--- config.mk ---
export PLATFORM = sky130hd
export DESIGN_NAME = hazard_scoreboard_flat
export DESIGN_NICKNAME = d
export VERILOG_FILES = /design/src/rtl/hazard_scoreboard_pkg.sv /design/src/rtl/hazard_scoreboard_if.sv /design/src/rtl/hazard_scoreboard_hz_match.sv /design/src/rtl/hazard_scoreboard.sv /design/src/flat_wrapper.sv
export SDC_FILE = /design/constraint.sdc
export NUM_CORES = 1
export LEC_CHECK = 0
export BUFFER_PORTS_ARGS = -buffer_cell sky130_fd_sc_hd__clkbuf_2
export CAP_MARGIN = 20
export CORE_MARGIN = 3
export CORE_UTILIZATION = 35
export DETAILED_ROUTE_END_ITERATION = 8
export PLACE_DENSITY = 0.56
export SLEW_MARGIN = 20
export SYNTH_ARGS = -nofsm -noshare
export SYNTH_HDL_FRONTEND = slang
export SYNTH_SLANG_ARGS = --single-unit
--- constraint.sdc ---
create_clock -name clk -period 3.2 [get_ports clk]
set_input_delay 0.32 -clock clk [delete_from_list [all_inputs] [get_ports clk]]
set_output_delay 0.32 -clock clk [all_outputs]
set_load 0.05 [all_outputs]
--- src/rtl/hazard_scoreboard_pkg.sv ---
// Shared pipeline definitions for the D-stage hazard scoreboard.
// Latency: n/a (types, constants and helper functions only).
// Backpressure: n/a.
package hazard_scoreboard_pkg;

  // GPR number width (destination and source register fields).
  localparam int A3_W = 5;

  // Forwarding source encoding: 0 reads the register file, k forwards from entry k-1.
  localparam int FWD_GRF = 0;

  // Stall request sources, used as bit positions of the request vector.
  typedef enum logic [1:0] {
    REQ_RAW  = 2'd0,
    REQ_HILO = 2'd1,
    REQ_CP0  = 2'd2
  } stall_req_e;

  localparam int NREQ = 3;

  // Width of a forwarding select for a given number of tracked stages.
  function automatic int sel_width(input int stages);
    return $clog2(stages + 1);
  endfunction

  // The "source not used" Tuse code is all ones at the given field width;
  // it can never be below a tnew, so an unused source never stalls.
  function automatic int tuse_none(input int tw);
    return (1 << tw) - 1;
  endfunction

endpackage

--- src/rtl/hazard_scoreboard_if.sv ---
// Issue/D-stage bundle between the decode pipeline and the hazard scoreboard.
// Latency: n/a (wires only).
// Backpressure: stall freezes F/D and turns the issue into a bubble.
interface hazard_scoreboard_if #(
  parameter int STAGES = 3,
  parameter int NREAD  = 2,
  parameter int TW     = 3
);
  import hazard_scoreboard_pkg::*;

  localparam int SW = sel_width(STAGES);

  logic                    issue_valid;
  logic                    issue_we;
  logic [A3_W-1:0]         issue_a3;
  logic [TW-1:0]           issue_tnew;
  logic                    issue_mtc0;
  logic                    issue_eret;
  logic [STAGES-1:0]       flush_mask;
  logic [NREAD*A3_W-1:0]   rd_addr;
  logic [NREAD*TW-1:0]     rd_tuse;
  logic                    d_hilo;
  logic                    d_eret;
  logic                    md_busy;
  logic                    stall;
  logic [NREAD*SW-1:0]     fwd_sel;
  logic [31:0]             stall_cnt;

  modport master (
    output issue_valid, issue_we, issue_a3, issue_tnew, issue_mtc0, issue_eret,
    output flush_mask, rd_addr, rd_tuse, d_hilo, d_eret, md_busy,
    input  stall, fwd_sel, stall_cnt
  );

  modport slave (
    input  issue_valid, issue_we, issue_a3, issue_tnew, issue_mtc0, issue_eret,
    input  flush_mask, rd_addr, rd_tuse, d_hilo, d_eret, md_busy,
    output stall, fwd_sel, stall_cnt
  );

endinterface

--- src/rtl/hazard_scoreboard_hz_match.sv ---
// One D-stage read port compared against every in-flight entry, youngest match wins.
// Latency: combinational.
// Backpressure: none; pure lookup.
module hz_match
  import hazard_scoreboard_pkg::*;
#(
  parameter int STAGES = 3,
  parameter int TW     = 3,
  parameter int SW     = sel_width(STAGES)
) (
  input  logic [STAGES-1:0]            live,
  input  logic [STAGES-1:0][A3_W-1:0]  a3,
  input  logic [STAGES-1:0][TW-1:0]    tnew,
  input  logic [A3_W-1:0]              rd_addr,
  output logic                         hit,
  output logic [SW-1:0]                idx,
  output logic [TW-1:0]                hit_tnew
);

  // Scan oldest to youngest so the lowest-index live match is the one left standing.
  always_comb begin
    hit      = 1'b0;
    idx      = '0;
    hit_tnew = '0;
    for (int i = STAGES - 1; i >= 0; i--) begin
      if (live[i] && (a3[i] == rd_addr)) begin
        hit      = 1'b1;
        idx      = SW'(i);
        hit_tnew = tnew[i];
      end
    end
  end

endmodule

--- src/rtl/hazard_scoreboard.sv ---
// Tnew/Tuse hazard scoreboard: tracks in-flight writers, drives stall and forwarding selects.
// Latency: stall/fwd_sel are combinational from state and D inputs; entries advance each clock.
// Backpressure: stall blocks the issue (bubble into E); flushed entries lose their valid bit.
module hazard_scoreboard
  import hazard_scoreboard_pkg::*;
#(
  parameter int STAGES = 3,
  parameter int NREAD  = 2,
  parameter int TW     = 3
) (
  input  logic               clk,
  input  logic               reset,
  hazard_scoreboard_if.slave bus
);

  localparam int SW = sel_width(STAGES);
  // Only the two youngest entries can hold an mtc0 that an eret in D must wait for.
  localparam int CP0_DEPTH = (STAGES < 2) ? STAGES : 2;

  logic [STAGES-1:0]            e_valid;
  logic [STAGES-1:0]            e_we;
  logic [STAGES-1:0]            e_mtc0;
  logic [STAGES-1:0]            e_eret;
  logic [STAGES-1:0][A3_W-1:0]  e_a3;
  logic [STAGES-1:0][TW-1:0]    e_tnew;
  logic [STAGES-1:0]            e_live;

  logic [NREAD-1:0]             p_hit;
  logic [NREAD-1:0][SW-1:0]     p_idx;
  logic [NREAD-1:0][TW-1:0]     p_tnew;

  logic [NREQ-1:0]              req;
  logic                         stall_w;
  logic                         issue_take;
  logic [31:0]                  cnt;

  // Writers to $0 or non-writers never create a dependency.
  always_comb begin
    for (int i = 0; i < STAGES; i++) begin
      e_live[i] = e_valid[i] & e_we[i] & (e_a3[i] != '0);
    end
  end

  for (genvar p = 0; p < NREAD; p++) begin : g_port
    hz_match #(
      .STAGES (STAGES),
      .TW     (TW),
      .SW     (SW)
    ) u_match (
      .live     (e_live),
      .a3       (e_a3),
      .tnew     (e_tnew),
      .rd_addr  (bus.rd_addr[p*A3_W +: A3_W]),
      .hit      (p_hit[p]),
      .idx      (p_idx[p]),
      .hit_tnew (p_tnew[p])
    );
  end

  // Collect stall requests and forwarding selects; an eret already in E overrides any stall,
  // and reset forces stall low since the D-side requests are not cleared by it.
  always_comb begin
    req     = '0;
    bus.fwd_sel = '0;
    for (int p = 0; p < NREAD; p++) begin
      if (p_hit[p] && (bus.rd_tuse[p*TW +: TW] < p_tnew[p])) begin
        req[REQ_RAW] = 1'b1;
      end
      if (p_hit[p] && (p_tnew[p] == '0)) begin
        bus.fwd_sel[p*SW +: SW] = p_idx[p] + 1'b1;
      end else begin
        bus.fwd_sel[p*SW +: SW] = SW'(FWD_GRF);
      end
    end
    req[REQ_HILO] = bus.d_hilo & bus.md_busy;
    for (int k = 0; k < CP0_DEPTH; k++) begin
      if (bus.d_eret && e_valid[k] && e_mtc0[k]) begin
        req[REQ_CP0] = 1'b1;
      end
    end
    stall_w = (|req) & ~(e_valid[0] & e_eret[0]) & ~reset;
  end

  assign bus.stall = stall_w;
  assign issue_take = bus.issue_valid & ~stall_w & ~bus.flush_mask[0];

  // Advance the in-flight pipeline: new issue (or bubble) into entry 0, older entries shift
  // with tnew counting down to 0; the oldest entry falls off into the register file.
  always_ff @(posedge clk or posedge reset) begin
    if (reset) begin
      e_valid <= '0;
      e_we    <= '0;
      e_mtc0  <= '0;
      e_eret  <= '0;
      e_a3    <= '0;
      e_tnew  <= '0;
    end else begin
      e_valid[0] <= issue_take;
      e_we[0]    <= bus.issue_we;
      e_mtc0[0]  <= bus.issue_mtc0;
      e_eret[0]  <= bus.issue_eret;
      e_a3[0]    <= bus.issue_a3;
      e_tnew[0]  <= bus.issue_tnew;
      for (int i = 1; i < STAGES; i++) begin
        e_valid[i] <= e_valid[i-1] & ~bus.flush_mask[i-1];
        e_we[i]    <= e_we[i-1];
        e_mtc0[i]  <= e_mtc0[i-1];
        e_eret[i]  <= e_eret[i-1];
        e_a3[i]    <= e_a3[i-1];
        e_tnew[i]  <= (e_tnew[i-1] == '0) ? '0 : e_tnew[i-1] - 1'b1;
      end
    end
  end

  // Saturating count of stalled cycles.
  always_ff @(posedge clk or posedge reset) begin
    if (reset) begin
      cnt <= '0;
    end else if (stall_w && (cnt != 32'hFFFF_FFFF)) begin
      cnt <= cnt + 32'd1;
    end
  end

  assign bus.stall_cnt = cnt;

endmodule
--- src/flat_wrapper.sv ---
// flat-port wrapper written by rule: the top's interface ports become plain ports
module hazard_scoreboard_flat import hazard_scoreboard_pkg::*;
#(
  parameter int STAGES = 3,
  parameter int NREAD  = 2,
  parameter int TW     = 3
)
  (clk, reset, bus_issue_valid, bus_issue_we, bus_issue_a3, bus_issue_tnew, bus_issue_mtc0, bus_issue_eret, bus_flush_mask, bus_rd_addr, bus_rd_tuse, bus_d_hilo, bus_d_eret, bus_md_busy, bus_stall, bus_fwd_sel, bus_stall_cnt);
  hazard_scoreboard_if #(.STAGES(STAGES), .NREAD(NREAD), .TW(TW)) bus_i ();
  input  logic clk;
  input  logic reset;
  input wire logic [$bits(bus_i.issue_valid)-1:0] bus_issue_valid;
  input wire logic [$bits(bus_i.issue_we)-1:0] bus_issue_we;
  input wire logic [$bits(bus_i.issue_a3)-1:0] bus_issue_a3;
  input wire logic [$bits(bus_i.issue_tnew)-1:0] bus_issue_tnew;
  input wire logic [$bits(bus_i.issue_mtc0)-1:0] bus_issue_mtc0;
  input wire logic [$bits(bus_i.issue_eret)-1:0] bus_issue_eret;
  input wire logic [$bits(bus_i.flush_mask)-1:0] bus_flush_mask;
  input wire logic [$bits(bus_i.rd_addr)-1:0] bus_rd_addr;
  input wire logic [$bits(bus_i.rd_tuse)-1:0] bus_rd_tuse;
  input wire logic [$bits(bus_i.d_hilo)-1:0] bus_d_hilo;
  input wire logic [$bits(bus_i.d_eret)-1:0] bus_d_eret;
  input wire logic [$bits(bus_i.md_busy)-1:0] bus_md_busy;
  output wire logic [$bits(bus_i.stall)-1:0] bus_stall;
  output wire logic [$bits(bus_i.fwd_sel)-1:0] bus_fwd_sel;
  output wire logic [$bits(bus_i.stall_cnt)-1:0] bus_stall_cnt;
  assign bus_i.issue_valid = bus_issue_valid;
  assign bus_i.issue_we = bus_issue_we;
  assign bus_i.issue_a3 = bus_issue_a3;
  assign bus_i.issue_tnew = bus_issue_tnew;
  assign bus_i.issue_mtc0 = bus_issue_mtc0;
  assign bus_i.issue_eret = bus_issue_eret;
  assign bus_i.flush_mask = bus_flush_mask;
  assign bus_i.rd_addr = bus_rd_addr;
  assign bus_i.rd_tuse = bus_rd_tuse;
  assign bus_i.d_hilo = bus_d_hilo;
  assign bus_i.d_eret = bus_d_eret;
  assign bus_i.md_busy = bus_md_busy;
  assign bus_stall = bus_i.stall;
  assign bus_fwd_sel = bus_i.fwd_sel;
  assign bus_stall_cnt = bus_i.stall_cnt;
  hazard_scoreboard #(.STAGES(STAGES), .NREAD(NREAD), .TW(TW)) u_core (.clk(clk), .reset(reset), .bus(bus_i));
endmodule
==> metrics.txt <==
Clock Pin Slew Worst Setup and Hold Paths 0.07 ns; antenna-violating nets left 0; DP HPWL 6444 um; Net Sw Frac 32.58%; Placed Area about 0.0044 mm^2; IO Count 73; maximum vdd drop 0.3158 mV; grt total ovfl 0; Yosys top cell area share between 40% and 50%; busiest grt layer met2; number of synthesized flops with an enable pin 0; GR Util met3 around 3.9%; fin nets a little under 500; unrepaired setup endpoints after global routing true; # diodes 0; fill count 856; FP Rows 35; vias about 2800; drt wl/cell between 10 and 15 um; synthesis-to-finish area growth 39.68%; H-Tree Depth 3; Setup crit end kind primary output; Slew headroom 42.50%; clk_lat worst skew 0.34 ns; drt first-iter violations between 80 and 90; max-slew violation count 0; Max Cap Viol 0; Register Area 0.001627 mm^2; Post-Syn Area 0.003468 mm^2; Seq/Total Area, Yosys 46.90%; CP Buf/Inv Count 1; Port Buffers 71; Final GP Congestion between 0.7 and 0.8; HP Class in -> reg; slew of the pin with the lowest slew margin 0.8587 ns; area leader, netlist dfrtp_1; final setup vio count 34; routed wire length roughly 8500 um; Async S/R FF share, synth 100.0%; die area roughly 0.011 mm^2; Mean Syn Cell Area 10.98 um^2; sequential power share 45.6%; final worst slack -0.4579 ns; Final Util about half; crit path cell chain or4_4 > nand2_4 > a211oi_4 > nand3b_1 > a21oi_2 > a21oi_2 > ha_1 > nand2_2 > a221oi_2 > o21ai_1 > a21oi_2 > a22oi_2 > a32oi_4 > nor2_4 > buf_8; Tot GR Track Use 15.91%; GR Util met1 19.83%; vias per cell between 4 and 5; Place WS -0.3416 ns; CP max stage delay roughly 0.59 ns; run status complete, but fails checks; Post-CTS Hold Buffers 0; Clock Path Buffers 2; DIE WIDTH 105.5 um; core area around 0.0094 mm^2; Worst Skew between 0.008 and 0.009 ns; final hold vios 0; Synth Warn # 0; starting density of the core 36.84%; Design Area, Final around 0.0048 mm^2; Final Cycle Share 114.3%; Area contributors post-synth dfrtp_1 (47%), xor2_1 (9.8%), xnor2_1 (5.1%); CP most frequent cell a21oi_2; CTS Buf Count 9; WS Path Type reg -> out; Gate Count Post-Synth 316; hold_ws approximately 0.084 ns; initial antenna violation count 0; first-pass GRT wire length 14320 um; number of global-route vias before repair between 2000 and 3000; Die Y 105.5 um; register bit count reported by yosys 65; Remaining DRCs 0; Peak Freq 273.4 MHz; failing checks setup timing; setup_tns -10.98 ns; power density over cell area 425.8 mW/mm^2; drt pass-1 iters 4; Comb power frac ~22%; footprint of the multi-input gates 0.002091 mm^2; CTS root buffer clkbuf_8; # clock sinks 65; top-count cell post-synth dfrtp_1; worst path required time roughly 2.9 ns; Worst Path Arrival 3.34 ns; Most used DFF post-synth dfrtp_1; CTS tree done; largest net degree at the start of global routing 66; Clock power frac 32.7%; minimum clock period 3.658 ns; Slowest-stage cell, CP or4_4; share of layout cells above drive strength 1 43.53%; met2 Track Usage GR 27.05%; list of most frequent post-synthesis cells dfrtp_1 (65), xor2_1 (39), nand2_1 (27); distinct cell type count after synthesis 49; Setup crit start kind flip-flop; switching power about 0.67 mW; crit-path leading delay family compound AO/OA/AOI/OAI gates; Int Power 1.391 mW; leakage power 2.334 nW; CP max FO 4; post-synthesis net count 361
## per-layer routing
metal	share of wire [%]	routed length, um	vias up
met5	0	0	-
li1	-	-	1380
met1	44	3743	1392
met4	1.1	94	0
met3	4.7	398	10
met2	50	4239	51
## cells by family after synthesis
group                      synth area share [%]
buffers and inverters                     2.092
adders and majority gates                 3.247
and+or+nand+nor                           24.93
DFF                                       46.90
AOI/OAI and AO/OA                         7.323
muxes                                    0.6133
xor gates and xnor gates                  14.90
## worst register-to-register path, cell delays in order, from the launching register on
cell and delay [ns]:
dfrtp_1 0.41, or4_4 0.59, nand2_4 0.09, a211oi_4 0.07, nand3b_1 0.18, a21oi_2 0.18
a21oi_2 0.06, ha_1 0.32, nand2_2 0.06, a221oi_2 0.20, o21ai_1 0.12, a21oi_2 0.14
a22oi_2 0.10, a32oi_4 0.27, buf_4 0.22, buf_4 0.21, nor3b_1 0.08, xor2_1 0.18
## power by group through the flow
stage / combinational, mW / sequential, mW / clock [mW]
2_1_floorplan: 0.165 / 1.07 / 0
3_3_place_gp: 0.418 / 0.953 / 0
5_1_grt: 0.479 / 0.952 / 0.734
4_1_cts: 0.446 / 0.941 / 0.699
3_5_place_dp: 0.424 / 0.956 / 0
6_report: 0.447 / 0.940 / 0.676
## flip-flops by register name, summed over array words and instances, names as in the netlist
register and cells:
u_core.bus.stall_cnt 32, u_core.e_we 3, u_core.e_valid 3, u_core.e_eret 1
u_core.e_tnew 9, u_core.e_mtc0 2, u_core.e_a3 15
## what timing repair did
action | in CTS | in global routing
gates resized for setup | 28 | 6
setup buffers | 3 | 6
pin swaps | 8 | 7
endpoints found under the hold margin | 0 | 0
gates cloned | 0 | 0
endpoints found under the setup margin | 34 | 34
## cell usage in the layout (no fill, tap or decap), types with 5 or more instances in the layout
master     n
a21oi_1    6
a21oi_2    5
buf_4     48
clkbuf_2  70
clkbuf_8   9
dfrtp_1   65
ha_1       9
inv_1      7
nand2_1   25
nand3_1   16
nand3b_1   5
nand4_1    7
nor2_1    17
nor3_2    10
nor4_4    15
xnor2_1   20
xor2_1    39
## final timing paths
check / startpoint / to / slack [ns] / cells after the start
worst max-delay path: u_core.e_a3[5] / bus_stall / -0.46 / 15
worst min-delay path: bus_issue_tnew[1] / u_core.e_tnew[1] / 0.08 / 1
worst max register to register: u_core.e_a3[5] / u_core.bus.stall_cnt[14] / -0.39 / 17
worst min register to register: u_core.e_we[0] / u_core.e_we[1] / 0.38 / 0
max in group asynchronous: reset / u_core.e_a3[7] / 2.43 / 3
min in group asynchronous: reset / u_core.e_eret[0] / 0.25 / 3
## layout make-up
type                       instances  share of cell area (%)
clock buffer                      11                   2.712
inverter                           8                  0.6198
multi-input combinational        238                   43.16
timing repair buffer             121                   15.44
clock inverter                     5                   1.162
tap                              129                   3.332
sequential                        65                   33.57
## stage by stage
step / std cells / total power, mW
after floorplan: 316 / 1.236
after global placement: 552 / 1.371
after detailed placement: 552 / 1.380
after CTS: 571 / 2.087
after global routing: 577 / 2.166
final: 577 / 2.063
Note: power is estimated with default switching activity, not from simulation.
